<file path="src/rtl/mul_div_unit.sv">
// mul_div_unit: multi-cycle signed multiply / divide unit.
// Multiply uses radix-2 Booth recoding, one step per clock.
// Divide uses restoring division on magnitudes, one quotient bit per clock.
// A final FIX step then applies the quotient and remainder signs.
// The 64-bit result lands in z_high/z_low and holds until the next write.
module mul_div_unit #(
    parameter int WIDTH = 32
) (
    input  logic             clock,
    input  logic             clear,
    input  logic             start,
    input  logic             op,
    input  logic [WIDTH-1:0] a_in,
    input  logic [WIDTH-1:0] b_in,
    output logic             busy,
    output logic             done,
    output logic             div_by_zero,
    output logic [WIDTH-1:0] z_high,
    output logic [WIDTH-1:0] z_low
);

    localparam int CNT_W = $clog2(WIDTH) + 1;

    typedef enum logic [2:0] {
        ST_IDLE = 3'd0,
        ST_MUL  = 3'd1,
        ST_DIV  = 3'd2,
        ST_FIX  = 3'd3,
        ST_DONE = 3'd4
    } state_t;

    state_t             state_r;
    state_t             state_next_s;
    logic [CNT_W-1:0]   counter_r;
    logic               last_step_s;
    logic               busy_next_s;
    logic               done_next_s;

    // Booth datapath: {upper partial product, multiplier, q(-1)}
    logic [2*WIDTH:0]   acc_r;
    logic [WIDTH-1:0]   mcand_r;
    logic [WIDTH:0]     booth_ext_s;
    logic [WIDTH:0]     mcand_ext_s;
    logic [WIDTH:0]     booth_sum_s;
    logic [2*WIDTH:0]   booth_next_s;

    // Restoring divider datapath on unsigned magnitudes
    logic [WIDTH-1:0]   rem_r;
    logic [WIDTH-1:0]   quo_r;
    logic [WIDTH-1:0]   divisor_r;
    logic               a_neg_r;
    logic               sign_diff_r;
    logic [WIDTH:0]     div_shift_s;
    logic [WIDTH:0]     div_diff_s;
    logic               div_neg_s;
    logic [WIDTH-1:0]   rem_next_s;
    logic [WIDTH-1:0]   quo_next_s;
    logic [WIDTH-1:0]   quo_fix_s;
    logic [WIDTH-1:0]   rem_fix_s;

    // Two's-complement magnitude; the most negative value maps to 2^(WIDTH-1) unsigned.
    function automatic logic [WIDTH-1:0] mag_f(input logic [WIDTH-1:0] v);
        logic [WIDTH-1:0] m;
        if (v[WIDTH-1]) begin
            m = {WIDTH{1'b0}} - v;
        end else begin
            m = v;
        end
        return m;
    endfunction

    // Conditional two's-complement negation used by the FIX step.
    function automatic logic [WIDTH-1:0] neg_if_f(input logic [WIDTH-1:0] v, input logic neg);
        logic [WIDTH-1:0] r;
        if (neg) begin
            r = {WIDTH{1'b0}} - v;
        end else begin
            r = v;
        end
        return r;
    endfunction

    assign last_step_s = (counter_r == CNT_W'(WIDTH - 1));

    // State register: clear forces IDLE and overrides any operation in flight.
    always_ff @(posedge clock) begin
        if (clear) begin
            state_r <= ST_IDLE;
        end else begin
            state_r <= state_next_s;
        end
    end

    // Next-state logic; start is only honoured in IDLE.
    always_comb begin
        state_next_s = state_r;
        case (state_r)
            ST_IDLE: begin
                if (start) begin
                    if (!op) begin
                        state_next_s = ST_MUL;
                    end else if (b_in == {WIDTH{1'b0}}) begin
                        state_next_s = ST_DONE;
                    end else begin
                        state_next_s = ST_DIV;
                    end
                end else begin
                    state_next_s = ST_IDLE;
                end
            end
            ST_MUL: begin
                if (last_step_s) begin
                    state_next_s = ST_DONE;
                end else begin
                    state_next_s = ST_MUL;
                end
            end
            ST_DIV: begin
                if (last_step_s) begin
                    state_next_s = ST_FIX;
                end else begin
                    state_next_s = ST_DIV;
                end
            end
            ST_FIX:  state_next_s = ST_DONE;
            ST_DONE: state_next_s = ST_IDLE;
            default: state_next_s = ST_IDLE;
        endcase
    end

    // Status decode from the upcoming state so busy/done can be registered.
    always_comb begin
        busy_next_s = 1'b0;
        done_next_s = 1'b0;
        case (state_next_s)
            ST_MUL, ST_DIV, ST_FIX: busy_next_s = 1'b1;
            ST_DONE:                done_next_s = 1'b1;
            default: begin
                busy_next_s = 1'b0;
                done_next_s = 1'b0;
            end
        endcase
    end

    // Registered status outputs; they track the state register exactly.
    always_ff @(posedge clock) begin
        if (clear) begin
            busy <= 1'b0;
            done <= 1'b0;
        end else begin
            busy <= busy_next_s;
            done <= done_next_s;
        end
    end

    // One Booth step: add/subtract the multiplicand, then arithmetic shift right.
    // The sum is kept one bit wider so -2^(W-1) operands cannot overflow.
    always_comb begin
        booth_ext_s = {acc_r[2*WIDTH], acc_r[2*WIDTH:WIDTH+1]};
        mcand_ext_s = {mcand_r[WIDTH-1], mcand_r};
        case (acc_r[1:0])
            2'b01:   booth_sum_s = booth_ext_s + mcand_ext_s;
            2'b10:   booth_sum_s = booth_ext_s - mcand_ext_s;
            default: booth_sum_s = booth_ext_s;
        endcase
        booth_next_s = {booth_sum_s, acc_r[WIDTH:1]};
    end

    // One restoring-division step: trial subtract, keep or restore, shift in quotient bit.
    always_comb begin
        div_shift_s = {rem_r, quo_r[WIDTH-1]};
        div_diff_s  = div_shift_s - {1'b0, divisor_r};
        div_neg_s   = div_diff_s[WIDTH];
        if (div_neg_s) begin
            rem_next_s = div_shift_s[WIDTH-1:0];
        end else begin
            rem_next_s = div_diff_s[WIDTH-1:0];
        end
        quo_next_s = {quo_r[WIDTH-2:0], ~div_neg_s};
        quo_fix_s  = neg_if_f(quo_r, sign_diff_r);
        rem_fix_s  = neg_if_f(rem_r, a_neg_r);
    end

    // Datapath and result registers: operand latch on accepted start, iterate, write result.
    always_ff @(posedge clock) begin
        if (clear) begin
            counter_r   <= {CNT_W{1'b0}};
            acc_r       <= {(2*WIDTH+1){1'b0}};
            mcand_r     <= {WIDTH{1'b0}};
            rem_r       <= {WIDTH{1'b0}};
            quo_r       <= {WIDTH{1'b0}};
            divisor_r   <= {WIDTH{1'b0}};
            a_neg_r     <= 1'b0;
            sign_diff_r <= 1'b0;
            div_by_zero <= 1'b0;
            z_high      <= {WIDTH{1'b0}};
            z_low       <= {WIDTH{1'b0}};
        end else begin
            case (state_r)
                ST_IDLE: begin
                    if (start) begin
                        counter_r   <= {CNT_W{1'b0}};
                        div_by_zero <= 1'b0;
                        if (!op) begin
                            acc_r   <= {{WIDTH{1'b0}}, b_in, 1'b0};
                            mcand_r <= a_in;
                        end else if (b_in == {WIDTH{1'b0}}) begin
                            z_low       <= {WIDTH{1'b1}};
                            z_high      <= a_in;
                            div_by_zero <= 1'b1;
                        end else begin
                            rem_r       <= {WIDTH{1'b0}};
                            quo_r       <= mag_f(a_in);
                            divisor_r   <= mag_f(b_in);
                            a_neg_r     <= a_in[WIDTH-1];
                            sign_diff_r <= a_in[WIDTH-1] ^ b_in[WIDTH-1];
                        end
                    end
                end
                ST_MUL: begin
                    acc_r     <= booth_next_s;
                    counter_r <= counter_r + {{(CNT_W-1){1'b0}}, 1'b1};
                    if (last_step_s) begin
                        z_high <= booth_next_s[2*WIDTH:WIDTH+1];
                        z_low  <= booth_next_s[WIDTH:1];
                    end
                end
                ST_DIV: begin
                    rem_r     <= rem_next_s;
                    quo_r     <= quo_next_s;
                    counter_r <= counter_r + {{(CNT_W-1){1'b0}}, 1'b1};
                end
                ST_FIX: begin
                    z_low  <= quo_fix_s;
                    z_high <= rem_fix_s;
                end
                ST_DONE: begin
                    counter_r <= counter_r;
                end
                default: begin
                    counter_r <= counter_r;
                end
            endcase
        end
    end

endmodule

</file>
<file path="config.mk">
export PLATFORM = sky130hd
export DESIGN_NAME = mul_div_unit
export DESIGN_NICKNAME = d
export VERILOG_FILES = /design/src/rtl/mul_div_unit.sv
export SDC_FILE = /design/constraint.sdc
export NUM_CORES = 1
export LEC_CHECK = 0
export CAP_MARGIN = 20
export CORE_MARGIN = 8
export CORE_UTILIZATION = 54
export DETAILED_ROUTE_END_ITERATION = 10
export PLACE_DENSITY = 0.77
export SETUP_SLACK_MARGIN = 0.2
export SLEW_MARGIN = 20
export SYNTH_ARGS = -nofsm -noshare
export SYNTH_HDL_FRONTEND = slang
export SYNTH_SLANG_ARGS = --single-unit
</file>
<file path="constraint.sdc">
create_clock -name clock -period 4.07 [get_ports clock]
set_clock_uncertainty 0.1 [all_clocks]
set_input_delay 0.814 -clock clock [delete_from_list [all_inputs] [get_ports clock]]
set_output_delay 0.814 -clock clock [all_outputs]
set_load 0.01 [all_outputs]
</file>
==> impl_results.md <==
- Row cnt: 66
- Area contributors post-synth: dfxtp_1 (30%), nand2_1 (6.7%), nor2_1 (6.2%)
- # setup viols final: 0
- CP Launch Type: flop
- Initial Util: 54.9%
- Clock sinks: around 270
- Fillers: between 2000 and 3000
- Cts hold-fix bufs: 0
- Async SR Flop Fraction: 0%
- Worst r2r src: mcand_r[2]$_SDFFE_PP0P_
- Die W: 198 µm
- CP max FO: 4
- Main synth FF type: dfxtp_1
- Die Height: 198 µm
- Post-synth EDFFs: 0
- CP max stage delay: 440 ps
- Worst R2R End: z_high[28]$_SDFFE_PP0P_
- Tightest Hold Check Type: reg2reg
- IO buf count: 134
- Status: completed
- Final hold slack: 353 ps
- Worst path bufs/invs: 2
- LEAKAGE: 8.30 nW
- Mean Syn Cell Area: 7.49 µm²
- P per Cell Area: 428 nW/µm²
- Most instantiated cells after synthesis: nand2_1 (319), nor2_1 (295), dfxtp_1 (271), a21oi_1 (213), clkbuf_1 (139)
- Maxcap violations: 0
- Period minus WS final: 3960 ps
- Worst Setup SP: mcand_r[2]$_SDFFE_PP0P_
- CP endpoint: z_high[28]$_SDFFE_PP0P_
- Crit end category: flop
- CTS max path bufs: 3
- Max_slew headroom: about 28%
- Post-DP Area: 20300 µm²
- Synth Register Bits: 271
- Final hold vios: 0
- Max VDD drop: 0.000381 V
- Final TNS setup: 0 ps
- Crit Path Class: reg2reg
- Slew @ Worst Pin: 1080 ps
- Reg area: between 5000 and 6000 µm²
- # IOs: 135
- Max Fclk: 0.252 GHz
- Final Instance Count excl. Fillers: between 3000 and 4000
- Clock latency on the worst-skew pair: 590 ps
- Fin area: approximately 22000 µm²
- Syn Inst Count: about 2400
- Fin util: 66.9%
- CTS tree: done
- Core Area: 32500 µm²
- Post-route clock period utilization: 97.3%
- Routed Antenna Nets: 0
- Unrepaired setup endpoints after global routing: yes
- Critical path arrival: 4280 ps
- H-tree depth: 1
- Critical path's slowest cell: or3_4
- Hold path depth: 2
- Drt pass-1 iters: 5
- CTS Buf Count: 31
- Initial antenna violation count: 0
- Most common cell in the synthesized netlist: nand2_1
- # nets final: 2677
- Flop2flop setup slack: 110 ps
- Mapped cell area: 17900 µm²
- Sequential cell area fraction in the yosys report: 30.3%
- Vias in the first global route: 17719
- Final max-slew violation count: 0
- Die footprint: ~39000 µm²
- WP depth: 17
- Post-synth top area cell: dfxtp_1
- Crit-path leading delay family: compound AO/OA/AOI/OAI gates
- Drt initial violations: 2141
- Total congestion overflow: 0
- Worst-path clk slew: approximately 60 ps
- Syn_nets: 2529
- Worst EP required: 4390 ps
- Worst R2R Path Depth: 17
- Drt wl/cell: between 20 and 25 µm
- GPL Wtd Cong: a little over 1
- Critical path cell sequence: nor3_2, nand3_1, or3_4, nor2_2, a21oi_1, xnor2_1, ha_1, a21o_1, a21o_1, o21bai_2, a221oi_2, buf_4, a31oi_2, o21a_1, a211oi_2, buf_4, a211oi_1
- Yosys cell types: 73
- Placed Instances: 2931
- Largest net degree at the start of global routing: just under 100
- DRT Wirelength: about 63000 µm
- Share of cells above drive strength 1: 11.1%
- Via density: 6.34
- Area delta synth->final: 21.8%
- YS warnings: 0
- Multi-input logic area: 11900 µm²
- Dpl hpwl: 46400 µm
- Via count: roughly 19000
- Area share of the largest cell type after synthesis: a little under a third
- GRT Overall Usage: a little under a third
- First-pass GRT wire length: 97000 µm
- Number of remaining DRC errors: 0
- Clock root buffer: clkbuf_16
[power breakdown]
part	switching (mW)	leakage, nW	total [mW]	internal [mW]
Sequential	0.199	2.20	3.01	2.81
Clock	1.19	0.543	2.98	1.79
Combinational	1.93	5.55	3.32	1.39
Total	3.32	8.30	9.31	5.99
[placed cells by master (no fill, tap or decap), types with 34 or more instances in the layout]
cell type,count
a211oi_1,91
a21oi_1,207
a311oi_1,46
buf_4,127
clkdlybuf4s50_1,132
dfxtp_1,268
ha_1,67
inv_1,74
mux2i_1,39
nand2_1,317
nor2_1,286
nor3_1,45
o21ai_0,126
o31ai_1,34
xnor2_1,101
xor2_1,81
[per-stage QoR]
stage / total power, mW / setup slack (ps)
3_3_place_gp: 6.12 / 3.82
6_report: 9.31 / 109
3_5_place_dp: 6.19 / -17.9
2_1_floorplan: 5.22 / 235
4_1_cts: 9.19 / 161
5_1_grt: 9.75 / -30.4
[tightest hold or removal path: cells and delay by family (launching register included)]
family	cells	cell delay, ps
DFF	1	310
and+or+nand+nor	1	50
AOI/OAI and AO/OA	1	50
[routing by layer]
metal	vias to the layer above	GRT usage, %	routed length [µm]
li1	8901	-	-
met1	8996	39.2	25500
met2	925	48.5	28100
met3	218	5.93	5790
met4	0	16.9	3690
met5	-	0	0
[sequential cells by signal, indices dropped and copies added (netlist names)]
register     count
state_r          3
mcand_r         32
divisor_r       32
div_by_zero      1
busy             1
z_low           32
sign_diff_r      1
z_high          32
counter_r        6
a_neg_r          1
done             1
quo_r           32
rem_r           32
acc_r           65
[logic make-up after synthesis]
logic type | synth area share, %
and+or+nand+nor | 21.7
AOI/OAI and AO/OA | 26.3
DFF | 30.3
buffers and inverters | 5.13
xor gates and xnor gates | 9.02
adders and majority gates | 5.19
muxes | 2.30
[area by class of cell]
class | instances | share of cell area (%)
Multi-Input combinational cell | 1883 | 54.7
Sequential cell | 271 | 24.9
Clock buffer | 47 | 4.34
Tap cell | 442 | 2.54
Clock inverter | 11 | 0.695
Inverter | 74 | 1.28
Timing Repair Buffer | 275 | 11.5
Antenna cell | 1 | 0.0115
[worst min-delay path by stage]
stage | startpoint | to | slack [ps]
global route | divisor_r[22]$_SDFFE_PP0P_ | divisor_r[22]$_SDFFE_PP0P_ | 390
floorplan | divisor_r[22]$_SDFFE_PP0P_ | divisor_r[22]$_SDFFE_PP0P_ | 330
finish | divisor_r[22]$_SDFFE_PP0P_ | divisor_r[22]$_SDFFE_PP0P_ | 350
global placement | divisor_r[22]$_SDFFE_PP0P_ | divisor_r[22]$_SDFFE_PP0P_ | 340
CTS | divisor_r[22]$_SDFFE_PP0P_ | divisor_r[22]$_SDFFE_PP0P_ | 360
detailed placement | divisor_r[22]$_SDFFE_PP0P_ | divisor_r[22]$_SDFFE_PP0P_ | 350
[timing repair]
action | CTS | global route
pin swaps | 12 | 28
setup buffers | 7 | 7
setup endpoints to repair | 16 | 34
resized for setup | 20 | 56
Power figures use the tool's default switching activity.
